File: config.mk
export PLATFORM = sky130hd
export DESIGN_NAME = score_event_gen
export DESIGN_NICKNAME = d
export VERILOG_FILES = /design/src/rtl/flappy_pkg.sv /design/src/rtl/score_pulse_stretch.sv /design/src/rtl/score_event_gen.sv
export SDC_FILE = /design/constraint.sdc
export NUM_CORES = 1
export LEC_CHECK = 0
export BUFFER_PORTS_ARGS = -buffer_cell sky130_fd_sc_hd__buf_2
export CAP_MARGIN = 25
export CORE_AREA = 2 2 53 55
export DETAILED_ROUTE_END_ITERATION = 10
export DIE_AREA = 0 0 55 57
export PLACE_DENSITY_LB_ADDON = 0.08
export SLEW_MARGIN = 20
export SYNTH_ARGS = -nofsm -noshare
export SYNTH_HDL_FRONTEND = slang
export SYNTH_HIERARCHICAL = 1
export SYNTH_SLANG_ARGS = --single-unit
File: constraint.sdc
create_clock -name clock -period 1.8 [get_ports clock]
set_input_delay 0.09 -clock clock [delete_from_list [all_inputs] [get_ports clock]]
set_output_delay 0.09 -clock clock [all_outputs]
set_load 0.01 [all_outputs]
File: src/rtl/flappy_pkg.sv
// Shared types and constants for the 8x8 Flappy Bird datapath.
package flappy_pkg;

  localparam int unsigned BOARD_DIM = 8;

  typedef enum logic [1:0] {READY, PLAY, OVER} game_state_t;
  typedef enum logic [1:0] {IDLE, HIGH, GAP} pulse_state_t;

endpackage

File: src/rtl/score_pulse_stretch.sv
// Queues score events and replays them as PULSE_LEN-wide pulses with an
// equally long low gap between consecutive pulses.
module score_pulse_stretch
  import flappy_pkg::*;
#(
  parameter int unsigned PULSE_LEN = 4,
  parameter int unsigned PEND_MAX  = 3
) (
  input  logic clock,
  input  logic reset,
  input  logic event_in,
  input  logic clear,
  output logic detect_score
);

  localparam int unsigned PW = $clog2(PEND_MAX + 1);
  localparam logic [PW-1:0] PEND_TOP = PW'(PEND_MAX);
  localparam logic [3:0] CNT_LAST = 4'(PULSE_LEN - 1);

  pulse_state_t  state_q, state_d;
  logic [3:0]    cnt_q, cnt_d;
  logic [PW-1:0] pend_q, pend_d;
  logic          det_q;
  logic          dec;

  always_comb begin
    state_d = state_q;
    cnt_d   = cnt_q;
    dec     = 1'b0;
    unique case (state_q)
      IDLE: begin
        if (pend_q != '0) begin
          state_d = HIGH;
          cnt_d   = '0;
          dec     = 1'b1;
        end
      end
      HIGH: begin
        if (cnt_q == CNT_LAST) begin
          state_d = GAP;
          cnt_d   = '0;
        end else begin
          cnt_d = cnt_q + 4'd1;
        end
      end
      GAP: begin
        // Go straight to the next pulse so rising edges stay 2*PULSE_LEN apart.
        if (cnt_q == CNT_LAST) begin
          cnt_d = '0;
          if (pend_q != '0) begin
            state_d = HIGH;
            dec     = 1'b1;
          end else begin
            state_d = IDLE;
          end
        end else begin
          cnt_d = cnt_q + 4'd1;
        end
      end
      default: begin
        state_d = IDLE;
        cnt_d   = '0;
      end
    endcase
  end

  always_comb begin
    pend_d = pend_q;
    if (clear) begin
      pend_d = '0;
    end else if (event_in && !dec && (pend_q != PEND_TOP)) begin
      pend_d = pend_q + 1'b1;
    end else if (dec && !event_in) begin
      pend_d = pend_q - 1'b1;
    end
  end

  always_ff @(posedge clock or posedge reset) begin
    if (reset) begin
      state_q <= IDLE;
      cnt_q   <= '0;
      pend_q  <= '0;
      det_q   <= 1'b0;
    end else begin
      state_q <= state_d;
      cnt_q   <= cnt_d;
      pend_q  <= pend_d;
      det_q   <= (state_d == HIGH);
    end
  end

  assign detect_score = det_q;

endmodule

File: src/rtl/score_event_gen.sv
// Game FSM, pipe-gap comparator and pass detection feeding the score pulse
// stretcher; flags collisions as game_over.
module score_event_gen
  import flappy_pkg::*;
#(
  parameter logic [2:0]  BIRD_COL  = 3'd1,
  parameter int unsigned GAP_H     = 3,
  parameter int unsigned PULSE_LEN = 4,
  parameter int unsigned PEND_MAX  = 3
) (
  input  logic       clock,
  input  logic       reset,
  input  logic       start,
  input  logic       pipe_step,
  input  logic [2:0] pipe_col,
  input  logic [2:0] gap_row,
  input  logic [2:0] bird_row,
  output logic       detect_score,
  output logic       game_over,
  output logic       playing
);

  game_state_t gs_q, gs_d;
  logic        armed_q, armed_d;
  logic        game_over_q, playing_q;
  logic        pass, clear;
  logic [3:0]  gap_top;
  logic        in_gap, at_col;

  // 4-bit top avoids wrap; rows above the board simply never match.
  assign gap_top = {1'b0, gap_row} + 4'(GAP_H);
  assign in_gap  = (bird_row >= gap_row) && ({1'b0, bird_row} < gap_top);
  assign at_col  = (pipe_col == BIRD_COL);

  always_comb begin
    gs_d    = gs_q;
    armed_d = armed_q;
    pass    = 1'b0;
    clear   = 1'b0;
    unique case (gs_q)
      READY, OVER: begin
        if (start) begin
          gs_d    = PLAY;
          armed_d = 1'b0;
          clear   = 1'b1;
        end
      end
      PLAY: begin
        if (pipe_step) begin
          if (at_col) begin
            if (in_gap) begin
              armed_d = 1'b1;
            end else begin
              gs_d    = OVER;
              armed_d = 1'b0;
            end
          end else if (armed_q) begin
            pass    = 1'b1;
            armed_d = 1'b0;
          end
        end
      end
      default: gs_d = READY;
    endcase
  end

  always_ff @(posedge clock or posedge reset) begin
    if (reset) begin
      gs_q        <= READY;
      armed_q     <= 1'b0;
      game_over_q <= 1'b0;
      playing_q   <= 1'b0;
    end else begin
      gs_q        <= gs_d;
      armed_q     <= armed_d;
      game_over_q <= (gs_d == OVER);
      playing_q   <= (gs_d == PLAY);
    end
  end

  assign game_over = game_over_q;
  assign playing   = playing_q;

  score_pulse_stretch #(
    .PULSE_LEN(PULSE_LEN),
    .PEND_MAX (PEND_MAX)
  ) u_stretch (
    .clock       (clock),
    .reset       (reset),
    .event_in    (pass),
    .clear       (clear),
    .detect_score(detect_score)
  );

endmodule
; ---- Yosys cells after proc, flatten, opt, wreduce, memory -nomap -nowiden
; Index checks and enable logic that the tools add are counted.
[word_totals]
reg_bits = 14
in_bits = 13
out_inout_bits = 3
word_cells = 71
[op_classes]
add_sub_neg = 4
magnitude_cmp = 2
n_eq_ne = 13
mux = 30
n_reduce_logical = 14
[ops]
columns = cell, count
row1 = $mux 2, 10
row2 = $mux 1, 13
row3 = $eq 2x1->1 const B, 4
row4 = $mux 4, 2
row5 = $pmux 4 s2, 1
row6 = $eq 2x2->1 const B, 3
row7 = $ne 2x2->1 const B, 3
row8 = $pmux 2 s3, 1
row9 = $add 3x2->4 const B, 1
row10 = $add 4x1->4 const B, 1
row11 = $eq 4x2->1 const B, 1
row12 = $logic_and 1x1->1, 4
row13 = $logic_not 2->1, 2
row14 = $lt 3x4->1, 1
row15 = $pmux 1 s2, 2
row16 = $pmux 2 s2, 1
row17 = $reduce_bool 2->1, 2
row18 = $reduce_or 2->1, 2
row19 = $eq 3x1->1 const B, 1
row20 = $ge 3x3->1, 1
row21 = $reduce_and 3->1, 1
row22 = $reduce_bool 3->1, 1
row23 = $add 2x1->2 const B, 1
row24 = $logic_not 1->1, 2
row25 = other kinds (2), 2

; ---- Longest topological paths before layout
; Gate-level depths: netlist (run 1).
[depth]
depth_word = 9
depth_mapped = 8
ltp_nobuf = 8

; ---- Hierarchy
; Netlist (run 1), hierarchy kept.
[modules_own_cells]
columns = module, n_inst, cells_each, area_per_inst_um2, seq_area_each_um2
row1 = score_pulse_stretch, 1, 64, 595.6, 225.2
row2 = score_event_gen, 1, 43, 392.9, 125.1

; ---- Worst setup path before layout (run 1)
; OpenSTA, ideal clock, no wires.
[synth_timing]
path_type = register to register
startpoint = register gs_q[1]
endpoint = register u_stretch.pend_q[0]
setup_time_ns = 0.101
arrival_ns = 1.626
t_required_ns = 1.699
slack_ns = 0.073
path_stages_with_launch = 7
n_path_buf = 0
path_cell_list = dfrtp_1 and2b_1 nand2_1 nor3b_1 nor3_1 o21a_1 nor4_1
[synth_between]
elab_chain_cells = 6
word_cells_on_any_way = 13
[synth_lines]
columns = element, line_no
row1 = "start, declared", score_event_gen.sv:23  ; game_state_t gs_q, gs_d;
row2 = "start signal, assigned", score_event_gen.sv:74  ; gs_q <= gs_d;
row3 = $eq 2x1->1 (*), score_event_gen.sv:40  ; unique case (gs_q)
row4 = $mux 1 (*), score_event_gen.sv:40
row5 = net pass, score_event_gen.sv:26  ; logic pass, clear;
row6 = $logic_and 1x1->1 (2 in a row), score_pulse_stretch.sv:71  ; end else if (event_in && !dec && (pend_q != PEND_TOP)) begin
row7 = $mux 2, score_pulse_stretch.sv:71
row8 = $mux 2, score_pulse_stretch.sv:69  ; if (clear) begin
row9 = "end signal, assigned", score_pulse_stretch.sv:87  ; pend_q <= pend_d;
row10 = "end, declared", score_pulse_stretch.sv:22  ; logic [PW-1:0] pend_q, pend_d;
; The timed path passes the listed nets; every way through them passes the cells marked *.
; A chain may end at the register's enable or synchronous reset.

; ---- Final worst setup path (run 1)
; Ends and elaborated chain as after synthesis.

==> results of run 1 <==
-- cell families after synthesis --
family                   Yosys count
XOR/XNOR                           1
multiplexers                       1
AO/OA/AOI/OAI                     31
flip-flops                        14
buffers and inverters             11
adder cells (fa/ha/maj)           12
AND/OR/NAND/NOR                   37
-- how the worst min path moves through the flow --
stage / startpoint / slack [ns] / cells after the start / end
after floorplan: reset / -0.13 / 1 / armed_q
after global routing: pipe_col[2] / 0.13 / 4 / armed_q
after global placement: reset / 0.008 / 2 / armed_q
final: pipe_col[1] / 0.10 / 4 / armed_q
after CTS: pipe_col[1] / 0.10 / 4 / armed_q
after detailed placement: reset / 0.006 / 2 / playing
-- cell usage in the layout (no fill, tap or decap), types with 2 or more instances in the layout --
cell      count
buf_2        15
dfrtp_1      14
ha_1         12
inv_1        11
nand2_1       9
o21ai_0       9
a21oi_1       8
nand2b_1      5
buf_4         5
nand3_1       4
nor2_1        3
clkbuf_4      3
nor3_1        3
nor3b_2       2
nand3b_1      2
a22o_1        2
o21a_1        2
-- cell type report --
type	count	area (sq um)
Fill cell	267	1430
Multi-Input combinational cell	82	598
Sequential cell	14	350
Timing Repair Buffer	21	123
Inverter	11	41.3
Tap cell	31	38.8
Clock buffer	4	36.3
-- where the power goes --
| part | switching, mW | total, mW | leakage (nW) | internal [mW] |
|---|---|---|---|---|
| Combinational | 0.232 | 0.453 | 0.372 | 0.221 |
| Clock | 0.105 | 0.227 | 0.0210 | 0.123 |
| Sequential | 0.0460 | 0.424 | 0.185 | 0.378 |
-- what timing repair did --
item | 4_1_cts | 5_1_grt
hold buffers | 1 | 0
hold endpoints to repair | 14 | 0
setup buffers | 0 | 3
endpoints found under the setup margin | 0 | 2
resized for setup | 0 | 1
-- synthesized netlist by cell type --
| master | number | share of area |
|---|---|---|
| dfrtp_1 | 14 | 0.35 |
| ha_1 | 12 | 0.15 |
| inv_1 | 11 | 0.042 |
| nand2_1 | 9 | 0.034 |
| o21ai_0 | 9 | 0.046 |
| a21oi_1 | 8 | 0.041 |
| nand2b_1 | 5 | 0.032 |
| nand3_1 | 4 | 0.020 |
| nor2_1 | 3 | 0.011 |
| nor3_1 | 3 | 0.015 |
| a22o_1 | 2 | 0.018 |
| nand3b_1 | 2 | 0.015 |
| nor3b_2 | 2 | 0.025 |
| o21a_1 | 2 | 0.015 |
| a211oi_1 | 1 | 0.0076 |
| a21boi_0 | 1 | 0.0076 |
| a21o_1 | 1 | 0.0076 |
| a21oi_2 | 1 | 0.0089 |
| a221o_1 | 1 | 0.010 |
| a41o_1 | 1 | 0.010 |
| and2_1 | 1 | 0.0063 |
| and2b_1 | 1 | 0.0076 |
| mux2i_1 | 1 | 0.010 |
| nor2b_1 | 1 | 0.0063 |
| nor3b_1 | 1 | 0.0076 |
| nor3b_4 | 1 | 0.019 |
| nor4_1 | 1 | 0.0063 |
| o21ai_2 | 1 | 0.0089 |
| o21bai_1 | 1 | 0.0076 |
| o2bb2ai_1 | 1 | 0.0089 |
| o31ai_1 | 1 | 0.0076 |
| or2_2 | 1 | 0.0063 |
| or2b_1 | 1 | 0.0076 |
| or3b_1 | 1 | 0.0089 |
| xor2_1 | 1 | 0.0089 |
-- per-layer routing --
layer,GRT usage,share of wire,up-vias
met4,0.0314,0,0
met5,0,0,-
met1,0.189,0.47,382
li1,-,-,430
met2,0.226,0.50,10
met3,0.0314,0.026,0
-- sequential cells by signal, summed over array words and instances, names as in the netlist --
signal and count:
u_stretch/cnt_q 4, u_stretch/detect_score 1, game_over 1, u_stretch/pend_q 2, armed_q 1, u_stretch/state_q 2
playing 1, gs_q 2
-- per-stage QoR --
| stage | power [mW] | hold WS (ns) | instance area [sq um] | setup WS, ns | cells |
|---|---|---|---|---|---|
| detailed placement | 0.865 | 0.00603 | 1120 | 0.132 | 155 |
| global route | 1.21 | 0.127 | 1190 | 0.00133 | 163 |
| floorplan | 0.737 | -0.131 | 988 | 0.0730 | 107 |
| global placement | 0.859 | 0.00837 | 1120 | 0.0896 | 155 |
| finish | 1.10 | 0.104 | 1190 | 0.135 | 163 |
| CTS | 1.10 | 0.104 | 1160 | 0.100 | 160 |
-- worst register-to-register path: cells and delay by family (launching register included) --
kind,cells,cell delay [ns]
AOI/OAI and AO/OA,1,0.19
DFF,1,0.41
buffers and inverters,1,0.17
and+or+nand+nor,5,0.81
==> results.tsv, run 1 <==
metric	value	unit
status	complete, no violations	
detail_route.first_pass.iterations	4	
start_util	0.378	
wire_per_inst	11.4	um
fin_crit	1.66	ns
cpPeakStageDelay	0.41	ns
powerDensity	930	nW/um^2
crit_slowest_cell	dfrtp_1	
antennaDiodeCount	0	
crit_path_end	u_stretch/pend_q[0]	
syn_area	988	sq um
drv_cap	0	
areaGrowthSynthToFinish	20.1	%
clkTransAtPathRegs	0.09	ns
vias	822	
reg2reg_depth	7	
via_per_inst	5.04	
drt_iter0_drc	14	
root_buffer	clkbuf_4	
r2r_slack	0.14	ns
wirelength	1860	um
slew_violations	0	
synthCells	107	
synth.avg_cell_area	9.24	sq um
ir_drop	0.547	mV
reg2reg_to	u_stretch/pend_q[0]	
io-pin-count	16	
max_freq	601	MHz
grt_pass1_vias	811	
fin_util	0.454	
syn-num-nets	132	
min_path_type	input pin to flop	
cts_tree	built	
required	1.98	ns
slew_headroom	0.755	
clk_latency	0.27	ns
tns	0	ns
track_usage	0.140	
start_kind	flop	
die_w	55	um
yosys-mux-area-fraction	0.0101	
clock_skew	0.00300	ns
dpl.hpwl	1510	um
path_depth	7	
yosysSeqAreaShare	0.354	
critPathBufInv	1	
synthSimpleGateAreaFrac	0.229	
synth-compound-area-share	0.204	
rsz0062_at_grt	no	
setup.worst_path.end_class	flop	
core_area	2620	sq um
synth-xor-area-share	0.00886	
drtAntennaViolNets	0	
synth_cell_types	35	
setup_violations	0	
ys_warn_count	6	
cts_made_buffers	3	
gr-total-overflow	0	
cts_max_level	1	
ys_ff_latch	14	
final_nets	158	
die_h	57	um
gp_congestion	0.752	
critPathKind	flop to flop	
fin_crit_sh	0.925	
cp-startpoint	gs_q[1]	
cp.arrival	1.85	ns
clk_path_buf_depth	2	
synth_fa_ha_area_frac	0.152	
reg2reg_from	gs_q[1]	
grt_max_degree	10	
synth_top_family_by_area	simple AND/OR/NAND/NOR gates	
hold_violations	0	
numClockSinks	14	
cp_max_fo	6	
antenna_found_initial	0	
critPathTopFamily	simple AND/OR/NAND/NOR gates	
drc	0	
rows	19	
max_slew.worst_pin.slew	0.367	ns
crit_chain	and2b_2, nand2_1, nor3b_1, buf_4, nor3_1, o21a_1, nor4_1	
leakage	0.578	nW
drive_gt1_frac	0.235	
grt_pass1_wl	3370	um
die_area	3140	sq um
portBuffers	15	
Power figures use the tool's default switching activity.
==> inputs of run 2 (changes only) <==
Settings changed: PLACE_DENSITY set to 0.72, PLACE_DENSITY_LB_ADDON 0.08 to unset.
==> results.tsv, run 2 (synthesis results as in run 1) <==
metric	value	unit
status	complete, no violations	
leakage	0.558	nW
drt_iter0_drc	6	
final_common_cell	buf_2	
die_area	3140	sq um
grt_max_degree	10	
required	1.96	ns
rows	19	
clkTransAtPathRegs	0.07	ns
largest-register	u_stretch/cnt_q	
crit_path_end	u_stretch/pend_q[0]	
rsz0062_at_grt	no	
numClockSinks	14	
final_cell_mix	buf_2 (15), dfrtp_1 (14), ha_1 (12)	
max_slew.worst_pin.slew	0.382	ns
cts_tree	built	
die_w	55	um
die_h	57	um
cts_made_buffers	3	
wire_per_inst	12.2	um
cp.arrival	1.79	ns
io-pin-count	16	
start_util	0.378	
dpl.hpwl	1540	um
drtAntennaViolNets	0	
vias	849	
critPathTopFamily	simple AND/OR/NAND/NOR gates	
dp.cells	155	
critPathKind	flop to flop	
postCtsSetupRepairBufs	0	
r2r_slack	0.16	ns
crit_slowest_cell	dfrtp_1	
cpPeakStageDelay	0.41	ns
slew_headroom	0.745	
clk_path_buf_depth	2	
clk_latency	0.27	ns
fin_crit	1.64	ns
path_depth	8	
start_kind	flop	
clock_skew	0.00127	ns
drc	0	
fin_crit_sh	0.909	
root_buffer	clkbuf_4	
hold_violations	0	
layoutNonFillerInstCount	159	
largest_reg_flops	4	
portBuffers	15	
slew_violations	0	
antenna_found_initial	0	
cp-startpoint	gs_q[1]	
cp_max_fo	7	
wirelength	1930	um
areaGrowthSynthToFinish	17.6	%
critPathBufInv	1	
grt_pass1_wl	3220	um
antennaDiodeCount	0	
drv_cap	0	
powerDensity	892	nW/um^2
gr-total-overflow	0	
drive_gt1_frac	0.227	
ir_drop	0.480	mV
setup_violations	0	
final_nets	155	
cts_max_level	1	
grt_pass1_vias	841	
crit_chain	and2b_2, nand2_1, nor3b_2, buf_4, nand2b_1, nor3_1, o21a_1, nor4_2	
reg2reg_from	gs_q[1]	
max_freq	611	MHz
setup.worst_path.end_class	flop	
tns	0	ns
via_per_inst	5.34	
track_usage	0.138	
core_area	2620	sq um
min_path_type	input pin to flop	
detail_route.first_pass.iterations	4	
reg2reg_to	u_stretch/pend_q[0]	
gp_congestion	0.772	
reg2reg_depth	8	
==> run 2: final cells by class <==
type	count	area, sq um
Sequential cell	14	350
Clock buffer	3	22.5
Timing Repair Buffer	18	100
Fill cell	277	1450
Inverter	11	41.3
Multi-Input combinational cell	82	609
Tap cell	31	38.8
==> run 2: stage by stage <==
stage	util	worst slack [ns]	area, sq um	hold WS (ns)	total power, mW
floorplan	-	0.0730	988	-0.131	0.737
global placement	0.427	0.178	1120	-0.00192	0.838
detailed placement	0.427	0.0775	1120	0.00660	0.867
CTS	0.440	0.0492	1150	0.0973	1.04
global route	0.444	0.00826	1160	0.109	1.14
finish	0.444	0.164	1160	0.112	1.04
==> run 2: worst min path at each step <==
| stage | from | end | slack (ns) | depth (start not counted) |
|---|---|---|---|---|
| 2_1_floorplan | reset | armed_q | -0.13 | 1 |
| 3_3_place_gp | reset | game_over | -0.002 | 2 |
| 3_5_place_dp | reset | playing | 0.007 | 2 |
| 4_1_cts | pipe_col[1] | armed_q | 0.1 | 4 |
| 5_1_grt | pipe_col[2] | armed_q | 0.11 | 4 |
| 6_report | pipe_col[1] | armed_q | 0.11 | 4 |
==> run 2: tightest hold or removal path, stage by stage <==
cell and delay (ns):
buf_2 0.08, nor3b_2 0.05, nand3_1 0.05, o21ai_0 0.06
==> run 2: routing by layer <==
metal,global-route usage,up-vias,wire (um)
li1,-,421,-
met2,0.267,21,1100
met1,0.138,405,746
met3,0.0314,2,65
met5,0,-,0
met4,0.0418,0,21
==> run 2: repair_timing <==
action | CTS | global route
endpoints found under the setup margin | 0 | 2
endpoints found under the hold margin | 14 | 0
gates resized for setup | 0 | 3
hold buffers | 1 | 0
==> run 2: power breakdown <==
group | internal (mW) | switching, mW | leakage [nW]
sequential | 0.378 | 0.0432 | 0.185
combinational | 0.210 | 0.241 | 0.359
clock | 0.0773 | 0.0884 | 0.0138
